===== src/rtl/key4x4_scan.sv =====
// rtl/key4x4_scan.sv - 4x4 matrix keypad row scanner with snapshot debounce
//
// Drives one keypad row low at a time and samples the column lines on the
// last clock of each row dwell. One sweep covers all four rows and builds a
// 16-key snapshot. A snapshot is accepted once it has repeated for DEBOUNCE
// further sweeps and differs from the last accepted one. An accepted
// snapshot holding exactly one key strobes that key's code.
//
// Ports:
//   clk       system clock
//   rst       synchronous active-high reset
//   col[3:0]  column lines, active-low, already synchronised
//   row[3:0]  row drive, active-low, exactly one row low
//   key_code  code of the last accepted single key (row*4 + col)
//   key_valid one-cycle strobe marking a new key_code
//   key_down  high while the accepted snapshot has any key pressed
module key4x4_scan #(
    parameter int SCAN_DIV = 10000,
    parameter int DEBOUNCE = 3
) (
    input  logic       clk,
    input  logic       rst,
    input  logic [3:0] col,
    output logic [3:0] row,
    output logic [3:0] key_code,
    output logic       key_valid,
    output logic       key_down
);

    localparam int DW = $clog2(SCAN_DIV);
    localparam int SW = $clog2(DEBOUNCE + 1);
    localparam logic [DW-1:0] DIV_LAST = DW'(SCAN_DIV - 1);
    localparam logic [SW-1:0] STABLE_MAX = SW'(DEBOUNCE);

    logic [DW-1:0] div_cnt;
    logic [1:0]    r;
    logic [15:0]   cur;
    logic [15:0]   prev;
    logic [15:0]   acc;
    logic [SW-1:0] stable;

    logic          tick;
    logic          sweep_end;
    logic [15:0]   snap;
    logic [SW-1:0] stable_nxt;
    logic          accept;
    logic          single;
    logic [3:0]    snap_idx;

    assign tick      = (div_cnt == DIV_LAST);
    assign sweep_end = tick && (r == 2'd3);
    assign row       = ~(4'b0001 << r);

    always_comb begin
        // The row-3 nibble is still being sampled this cycle, so splice it in.
        snap        = cur;
        snap[15:12] = ~col;

        stable_nxt = '0;
        if (snap == prev) begin
            stable_nxt = (stable == STABLE_MAX) ? stable : stable + 1'b1;
        end

        // Repeated sweeps at saturation keep re-qualifying, but the
        // snap != acc term makes a held snapshot accept only once.
        accept = sweep_end && (stable_nxt == STABLE_MAX) && (snap != acc);

        single = (snap != 16'd0) && ((snap & (snap - 16'd1)) == 16'd0);

        snap_idx = 4'd0;
        for (int i = 0; i < 16; i++) begin
            if (snap[i]) begin
                snap_idx = 4'(i);
            end
        end
    end

    always_ff @(posedge clk) begin
        if (rst) begin
            div_cnt   <= '0;
            r         <= 2'd0;
            cur       <= 16'd0;
            prev      <= 16'd0;
            acc       <= 16'd0;
            stable    <= '0;
            key_code  <= 4'd0;
            key_valid <= 1'b0;
            key_down  <= 1'b0;
        end else begin
            key_valid <= 1'b0;
            div_cnt   <= tick ? '0 : div_cnt + 1'b1;

            if (tick) begin
                cur[{r, 2'b00} +: 4] <= ~col;
                r                    <= r + 2'd1;
            end

            if (sweep_end) begin
                stable <= stable_nxt;
                prev   <= snap;
            end

            if (accept) begin
                acc      <= snap;
                key_down <= (snap != 16'd0);
                if (single) begin
                    key_valid <= 1'b1;
                    key_code  <= snap_idx;
                end
            end
        end
    end

endmodule


===== config.mk =====
export PLATFORM = sky130hd
export DESIGN_NAME = key4x4_scan
export DESIGN_NICKNAME = d
export VERILOG_FILES = /design/src/rtl/key4x4_scan.sv
export SDC_FILE = /design/constraint.sdc
export NUM_CORES = 1
export LEC_CHECK = 0
export BUFFER_PORTS_ARGS = -buffer_cell sky130_fd_sc_hd__buf_2
export CAP_MARGIN = 25
export CORE_MARGIN = 1
export CORE_UTILIZATION = 35
export DETAILED_ROUTE_END_ITERATION = 8
export PLACE_DENSITY_LB_ADDON = 0.12
export SLEW_MARGIN = 20
export SYNTH_ARGS = -nofsm -noshare
export SYNTH_HDL_FRONTEND = slang
export SYNTH_SLANG_ARGS = --single-unit

===== constraint.sdc =====
create_clock -name clk -period 3.2 [get_ports clk]
set_input_delay 0.32 -clock clk [delete_from_list [all_inputs] [get_ports clk]]
set_output_delay 0.32 -clock clk [all_outputs]
set_load 0.005 [all_outputs]

==> results of run 1 <==
==> how the worst max path moves through the flow <==
stage | cells past startpoint | from | end
finish | 6 | cur[8]$_SDFFE_PP0P_ | key_code[3]$_SDFFE_PP0P_
global route | 6 | cur[8]$_SDFFE_PP0P_ | key_code[0]$_SDFFE_PP0P_
CTS | 6 | cur[8]$_SDFFE_PP0P_ | key_code[3]$_SDFFE_PP0P_
detailed placement | 6 | cur[8]$_SDFFE_PP0P_ | key_code[3]$_SDFFE_PP0P_
global placement | 6 | cur[8]$_SDFFE_PP0P_ | key_code[1]$_SDFFE_PP0P_
floorplan | 7 | cur[3]$_SDFFE_PP0P_ | key_code[0]$_SDFFE_PP0P_
==> metal layers <==
layer | global-route usage (%) | up-vias | routed length, um
met3 | 4.109 | 10 | 400
met4 | 5.574 | 0 | 111
met1 | 24.18 | 1244 | 3886
met2 | 26.92 | 57 | 3448
li1 | - | 1387 | -
met5 | 0 | - | 0
==> layout by cell type, fill, tap and decap left out, types with 12 or more instances in the layout <==
master | netlist | layout
nor2_1 | 54 | 54
a21oi_1 | 36 | 36
xor2_1 | 20 | 20
nand2_1 | 36 | 36
buf_2 | 3 | 15
inv_1 | 16 | 16
nor3_1 | 16 | 16
mux2i_1 | 12 | 12
dfxtp_1 | 68 | 68
xnor2_1 | 24 | 24
==> per-stage QoR <==
step,hold WS (ps),setup WS [ps],cells
floorplan,413.2,801.0,402
global placement,432.5,694.9,526
detailed placement,438.0,643.7,526
CTS,353.1,634.0,542
global route,396.0,432.7,542
finish,380.0,621.8,542
==> worst register-to-register path: stages (launching register included) <==
cell and delay [ps]:
dfxtp_1 450, nor4_1 560, nor4b_4 390, a41oi_1 180, nor4_2 310, nand4_2 220, mux2_1 360
==> registers in the layout, summed over array words and instances, names as in the netlist <==
name	cells
acc	16
prev	16
div_cnt	14
cur	12
key_code	4
r	2
stable	2
key_down	1
key_valid	1
==> area by class of cell <==
cell class	instances	area [um2]	area share, %
Clock inverter	6	40.04	1.072
Timing Repair Buffer	23	135.1	3.619
Multi-Input combinational cell	290	1838	49.23
Inverter	16	60.06	1.609
Tap cell	129	161.4	4.323
Sequential cell	68	1361	36.46
Clock buffer	10	137.6	3.686
==> cells by family after synthesis <==
logic type	synth area share (%)
simple gates	23.93
flops	40.37
compound gates	11.43
xor+xnor	11.43
buf+inv	5.121
mux	4.898
fa+ha+maj	2.820
==> power groups by stage <==
stage / Clock, mW / Combinational (mW) / Sequential [mW]
after floorplan: 0 / 0.0374 / 0.870
after global placement: 0 / 0.0548 / 0.871
after detailed placement: 0 / 0.0551 / 0.871
after CTS: 0.671 / 0.0553 / 0.851
after global routing: 0.710 / 0.0610 / 0.851
final: 0.639 / 0.0545 / 0.851
==> results.md, run 1 <==
* Outcome: completed
* Startpoint Class: flop
* Setup violations, final at 0
* # nets final at 420
* Congestion Overflow GR at 0
* Area leader, netlist: dfxtp_1
* Crit Path Max Fanout at 11
* Worst path max stage delay at 550 ps
* Vias per inst at 4.978
* Slew Viols, Final at 0
* Count of cell types in the netlist at 44
* Worst Setup End Kind: flop
* WHS Endpoint: acc[15]$_SDFFE_PP0P_
* Initial drt markers at 117
* Total negative slack at 0 ps
* Diode count at 0
* Worst path arrival time at 2820 ps
* Clock-pin slew of the registers on the worst-case setup and hold paths at 80 ps
* Fmax at 0.3879 GHz
* Part of the power in registers at 55.1%
* Power per cell area at 413.7 nW/um2
* Setup Fix Bufs, Post-CTS at 0
* Fillcell total at 981
* Via count at 2698
* Final hold viol count at 0
* Synth Warn # at 0
* Top-count cell post-synth: dfxtp_1
* Clk root buf: clkbuf_8
* Synth top area share at 40.37%
* CP cell instances: nor4_1 > nor4b_4 > a41oi_1 > nor4_2 > nand4_2 > mux2_1
* Worst Hold Depth at 2
* GRT Total Usage at 17.50%
* Avg WL per Cell at 14.48 um
* PostCTS Resize Cnt at 0
* Crit path required time at 3440 ps
* Number of synthesized register bits at 68
* Total power at 1.545 mW
* Slew at the pin closest to its max-slew limit at 782.8 ps
* Placer congestion estimate at 0.7543
* Flop2flop setup slack at 620 ps
* Max_cap viols at 0
* Initial antenna violation count at 0
* Largest net degree at the start of global routing at 42
* Worst hold path startpoint: col[3]
* Syn_area_per_cell at 8.388 um2
* First-pass GRT wire length at 13.45 mm
* Total wire length at 7.847 mm
* Worst reg-to-reg path cell count at 6
* Mapped cell area at 3372 um2
* Layout Utilization at 40.22%
* WP buf/inv at 0
* Die ar. at 10030 um2
* Post-Syn Instances at 402
* IO Pins at 16
* Comb pwr share at 3.5%
* Seq/Total Area, Yosys at 40.37%
* Final cycle utilization of the critical path at 80.57%
* Post-DP HPWL at 5.556 mm
* TritonCTS clock tree: yes
* RSZ-0062 raised after global routing: false
* Syn_nets at 414
* # H-tree levels at 3
* Worst Skew at 11.12 ps
* EDFF count, synth at 0
* Slowest cell on the critical path: nor4_1
* Crit Path Category: flop to flop
* Top post-synthesis cells by area: dfxtp_1, xnor2_1, nor2_1
* Ys flop type: dfxtp_1
* Horiz. Die Dim at 100.2 um
* Period minus WS final at 2578 ps
* Core area at 9284 um2
* Clk pwr share at 41.4%
* Number of global-route vias before repair at 2620
* FFs w/ async S/R, synth at 0%
* Slew margin rel. at 47.81%
* Starting Density at 36.32%
* Num CTS Buffers at 9
* Antenna Violating Nets Remaining at 0
* Synth-to-layout area growth at 10.72%
* Post-synth top cells: dfxtp_1, nor2_1, a21oi_1, nand2_1, xnor2_1
* Drt drc at 0
* Psw at 0.3819 mW
* Placed cell areas at 3556 um2
* HP Class: input port to flop
* Cell area after layout at 3734 um2
* CP delay by family, top: simple AND/OR/NAND/NOR gates
* Leakage at 1.412 nW
* Reg-to-reg critical path endpoint: key_code[3]$_SDFFE_PP0P_
* Clock sinks at 68
* Max VDD drop at 0.0001824 V
* Buffers added on ports at 15
* Cell Int Power at 1.163 mW
* Net Sw Frac at 24.73%
* First-pass DRT Iterations at 4
* Post-CTS Hold Fix Bufs at 0
* Reg2reg start: cur[8]$_SDFFE_PP0P_
* CTS Buffer Depth at 2
* Chip Height at 100.2 um
* Share of cells above drive strength 1 at 12.11%
* Skew-Pair Late Insertion Delay at 350 ps
* Row count at 35
Note: power is estimated with default switching activity, not from simulation.
==> inputs of run 2 (changes only) <==
==> constraint.sdc (replaced) <==
create_clock -name clk -period 2.35 [get_ports clk]
set_input_delay 0.235 -clock clk [delete_from_list [all_inputs] [get_ports clk]]
set_output_delay 0.235 -clock clk [all_outputs]
set_load 0.005 [all_outputs]
==> run 2 against run 1 <==
  * Wire length grew 4.0%
  * First-iteration DRC count shrank 27%
  * Cell count grew 5.0%
  * Critical endpoint is now key_code[1]$_SDFFE_PP0P_
==> results.md, run 2 (synthesis gave the netlist of run 1 again) <==
* Congestion Overflow GR at 0
* Final hold viol count at 0
* Placed cell areas at 3776 um2
* Place WS at 44.37 ps
* Vias per inst at 4.880
* Fmax at 0.4434 GHz
* Largest net degree at the start of global routing at 26
* Slew Viols, Final at 0
* Worst path arrival time at 2480 ps
* Worst Setup End Kind: flop
* Row count at 35
* WP buf/inv at 0
* Most common cell after layout, fill and taps aside: dfxtp_1
* Final Non-Filler Cells at 569
* Die ar. at 10030 um2
* Worst Skew at 12.63 ps
* Slew at the pin closest to its max-slew limit at 464.5 ps
* Final cycle utilization of the critical path at 95.98%
* First-pass DRT Iterations at 6
* Buffers added on ports at 15
* PostCTS Resize Cnt at 0
* RSZ-0062 raised after global routing: true
* Max_cap viols at 0
* Worst path max stage delay at 560 ps
* Fillcell total at 983
* CP cell instances: or4_4 > nor4_1 > a21oi_1 > nor4_2 > nand4_2 > mux2_1
* Crit Path Category: flop to flop
* IO Pins at 16
* Initial antenna violation count at 0
* Chip Height at 100.2 um
* Share of cells above drive strength 1 at 18.64%
* Slew margin rel. at 68.23%
* Placer congestion estimate at 0.8232
* Drt drc at 0
* Reg2reg start: cur[1]$_SDFFE_PP0P_
* First-pass GRT wire length at 13.49 mm
* Crit path required time at 2580 ps
* Core area at 9284 um2
* Initial drt markers at 85
* Final setup margin at 94.48 ps
* Skew-Pair Late Insertion Delay at 340 ps
* Number of global-route vias before repair at 2667
* Diode count at 0
* Power per cell area at 557.5 nW/um2
* Num CTS Buffers at 9
* Crit Path Max Fanout at 4
* Clock sinks at 68
* Placed insts at 553
* Horiz. Die Dim at 100.2 um
* Avg WL per Cell at 14.34 um
* Antenna Violating Nets Remaining at 0
* HP Class: input port to flop
* Startpoint Class: flop
* # nets final at 447
* Synth-to-layout area growth at 18.78%
* Clock-pin slew of the registers on the worst-case setup and hold paths at 70 ps
* Post-DP HPWL at 5.934 mm
* # H-tree levels at 3
* Worst hold path startpoint: col[3]
* Setup violations, final at 0
* Starting Density at 36.32%
* CP delay by family, top: simple AND/OR/NAND/NOR gates
* Top Registers: acc (16), prev (16), div_cnt (14)
* GRT Total Usage at 17.60%
* Cell area after layout at 4005 um2
* Leakage at 1.575 nW
* Post-CTS Hold Fix Bufs at 0
* Total wire length at 8.157 mm
* Worst Setup SP: cur[1]$_SDFFE_PP0P_
* Total power at 2.233 mW
* Setup Fix Bufs, Post-CTS at 0
* CTS Buffer Depth at 2
* Via count at 2777
* Layout Utilization at 43.14%
* Period minus WS final at 2256 ps
* Slowest cell on the critical path: or4_4
* Outcome: completed
* Most frequent cells in the layout: dfxtp_1, nor2_1, a21oi_1, nand2_1, buf_4
* TritonCTS clock tree: yes
* Clk root buf: clkbuf_8
* Max VDD drop at 0.0002365 V
## run 2: stage by stage
| stage | TNS (ps) | hold WS, ps |
|---|---|---|
| 2_1_floorplan | 0 | 413.2 |
| 3_3_place_gp | 0 | 426.0 |
| 3_5_place_dp | 0 | 430.6 |
| 4_1_cts | 0 | 120.3 |
| 5_1_grt | -291.8 | 128.4 |
| 6_report | 0 | 133.8 |
## run 2: cell type report
class | instances | area [um2] | area share, %
Sequential cell | 68 | 1365 | 34.08
Clock inverter | 4 | 47.55 | 1.187
Clock buffer | 12 | 155.1 | 3.874
Timing Repair Buffer | 50 | 354.1 | 8.841
Multi-Input combinational cell | 290 | 1862 | 46.49
Inverter | 16 | 60.06 | 1.500
Tap cell | 129 | 161.4 | 4.030
## run 2: worst paths after layout
kind                                    to  slack (ps)  depth (start not counted)
hold / removal       prev[15]$_SDFFE_PP0P_         130                          2
hold reg to reg      div_cnt[0]$_SDFF_PP0_         440                          1
setup reg to reg  key_code[1]$_SDFFE_PP0P_          90                          6
setup / recovery  key_code[1]$_SDFFE_PP0P_          90                          6
## run 2: routing by layer
layer  global-route usage (%)  wire length (um)  vias to the layer above
met1                    24.15              4085                     1276
li1                         -                 -                     1439
met4                    6.466               133                        0
met5                        0                 0                        -
met2                    26.87              3595                       49
met3                    4.109               342                       13
## run 2: where the power goes
part           switching, mW  internal, mW  total (mW)
Clock                  0.448         0.546       0.994
Combinational         0.0545        0.0262      0.0807
Sequential           0.00281          1.16        1.16
Total                  0.505          1.73        2.23
==> inputs of run 3 (changes only) <==
--- a/config.mk
+++ b/config.mk
@@ -7,6 +7,7 @@
 export LEC_CHECK = 0
 export BUFFER_PORTS_ARGS = -buffer_cell sky130_fd_sc_hd__buf_2
 export CAP_MARGIN = 25
+export CORE_ASPECT_RATIO = 1.75
 export CORE_MARGIN = 1
 export CORE_UTILIZATION = 35
 export DETAILED_ROUTE_END_ITERATION = 8
==> run 3 against run 2 <==
  * Sequential cell count did not move
  * Critical path depth rose by 1
  * First-iteration DRC count rose by 49%
  * Cell area rose by 4.1%
  * Sequential power barely moved
  * Largest cell class unchanged
==> results.md, run 3 (synthesis gave the netlist of run 1 again) <==
* Outcome: completed
* Cell Int Power at 1.972 mW
* Worst path arrival time at 2510 ps
* TritonCTS clock tree: yes
* # H-tree levels at 3
* Clock sinks at 68
* Antenna Violating Nets Remaining at 0
* Startpoint Class: flop
* Row count at 47
* Clock-pin slew of the registers on the worst-case setup and hold paths at 50 ps
* Net Sw Frac at 20.95%
* Period minus WS final at 2297 ps
* Fmax at 0.4354 GHz
* Placer congestion estimate at 0.8523
* Clk pwr share at 49.8%
* Part of the power in registers at 46.6%
* Crit Path Max Fanout at 4
* Final hold slack at 160.3 ps
* Total wire length at 8.972 mm
* Final cycle utilization of the critical path at 97.74%
* Vias per inst at 5.007
* HP Class: input port to flop
* Initial drt markers at 127
* Horiz. Die Dim at 76.20 um
* Synth-to-layout area growth at 23.64%
* Placed cell areas at 3825 um2
* Final Non-Filler Cells at 566
* Crit path required time at 2570 ps
* GRT Total Usage at 19.42%
* Slew margin rel. at 53.80%
* Max VDD drop at 0.0003936 V
* Die ar. at 10050 um2
* Share of cells above drive strength 1 at 20.05%
* First-pass GRT wire length at 14.77 mm
* Power per cell area at 598.4 nW/um2
* Skew-Pair Late Insertion Delay at 330 ps
* Cell area after layout at 4169 um2
* Number of global-route vias before repair at 2847
* Diode count at 0
* Comb pwr share at 3.6%
* RSZ-0062 raised after global routing: true
* Slew at the pin closest to its max-slew limit at 684.0 ps
* Post-DP HPWL at 6.694 mm
* Largest net degree at the start of global routing at 25
* Chip Height at 131.8 um
* Top Registers: acc (16), prev (16), div_cnt (14)
* Clk root buf: clkbuf_16
* Avg WL per Cell at 15.85 um
* Final hold viol count at 0
* Num CTS Buffers at 9
* Setup violations, final at 0
* IO Pins at 16
* Worst Skew at 4.830 ps
* First-pass DRT Iterations at 4
* Final setup margin at 53.11 ps
* Most frequent cells in the layout: dfxtp_1, nor2_1, buf_4, nand2_1, a21oi_1
* Place WS at -75.75 ps
* Congestion Overflow GR at 0
* Most common cell after layout, fill and taps aside: dfxtp_1
* Starting Density at 35.84%
* Max_cap viols at 0
* CTS Buffer Depth at 2
* # nets final at 453
* Worst Setup End Kind: flop
* Psw at 0.5227 mW
* Drt drc at 0
* Initial antenna violation count at 0
* Buffers added on ports at 15
* Placed insts at 552
* Crit Path Category: flop to flop
* Total power at 2.495 mW
* Slew Viols, Final at 0
* Via count at 2834
* Core area at 9409 um2
* Leakage at 1.670 nW
run 3: changes by cell type in the layout (fill, tap and decap cells not counted), sizes merged:
cell	delta
clkinvlp	-1
buf	+6
bufinv	-1
run 3: metrics by stage:
step                setup TNS [ps]  utilization (%)
floorplan                        0                -
global placement            -290.2            40.65
detailed placement          -289.7            40.65
CTS                              0            43.75
global route                -248.0            44.31
finish                           0            44.31
run 3: path summary, 6_finish.rpt:
path | slack, ps | end | depth (start not counted) | startpoint
max | 50 | key_code[3]$_SDFFE_PP0P_ | 7 | cur[1]$_SDFFE_PP0P_
max reg2reg | 50 | key_code[3]$_SDFFE_PP0P_ | 7 | cur[1]$_SDFFE_PP0P_
min reg2reg | 450 | div_cnt[0]$_SDFF_PP0_ | 1 | div_cnt[0]$_SDFF_PP0_
min | 160 | acc[13]$_SDFFE_PP0P_ | 2 | col[1]
run 3: critical path, cell delays in order (launching register included):
cell and delay (ps):
dfxtp_1 340, or4_4 590, nor4b_4 320, buf_4 180, a31o_2 140, nand3_1 110
nand4_2 160, mux2_1 330
run 3: cell type report:
| class | count | area (um2) |
|---|---|---|
| sequential | 68 | 1363 |
| inverter | 16 | 60.06 |
| timing repair buffer | 56 | 411.6 |
| multi-input combinational | 290 | 1906 |
| tap | 122 | 152.6 |
| fill | 956 | 5240 |
| clock inverter | 2 | 10.01 |
| clock buffer | 12 | 266.5 |
run 3: per-layer routing:
metal / track usage, % / vias up / wire (um)
met5: 0 / - / 0
met2: 36.67 / 48 / 4862
met3: 3.599 / 17 / 198
met1: 19.58 / 1322 / 3543
met4: 11.11 / 0 / 368
li1: - / 1447 / -
run 3: power groups by stage:
stage	registers, mW	logic (mW)	clock network [mW]
floorplan	1.18	0.0508	0
global placement	1.19	0.0864	0
detailed placement	1.19	0.0860	0
CTS	1.16	0.0863	1.28
global route	1.16	0.0990	1.33
finish	1.16	0.0894	1.24
run 3: repair_timing:
item,4_1_cts,5_1_grt
endpoints found under the setup margin,4,19
pin swaps,1,0
hold buffers,0,0
resized for setup,2,10
setup buffers,0,0
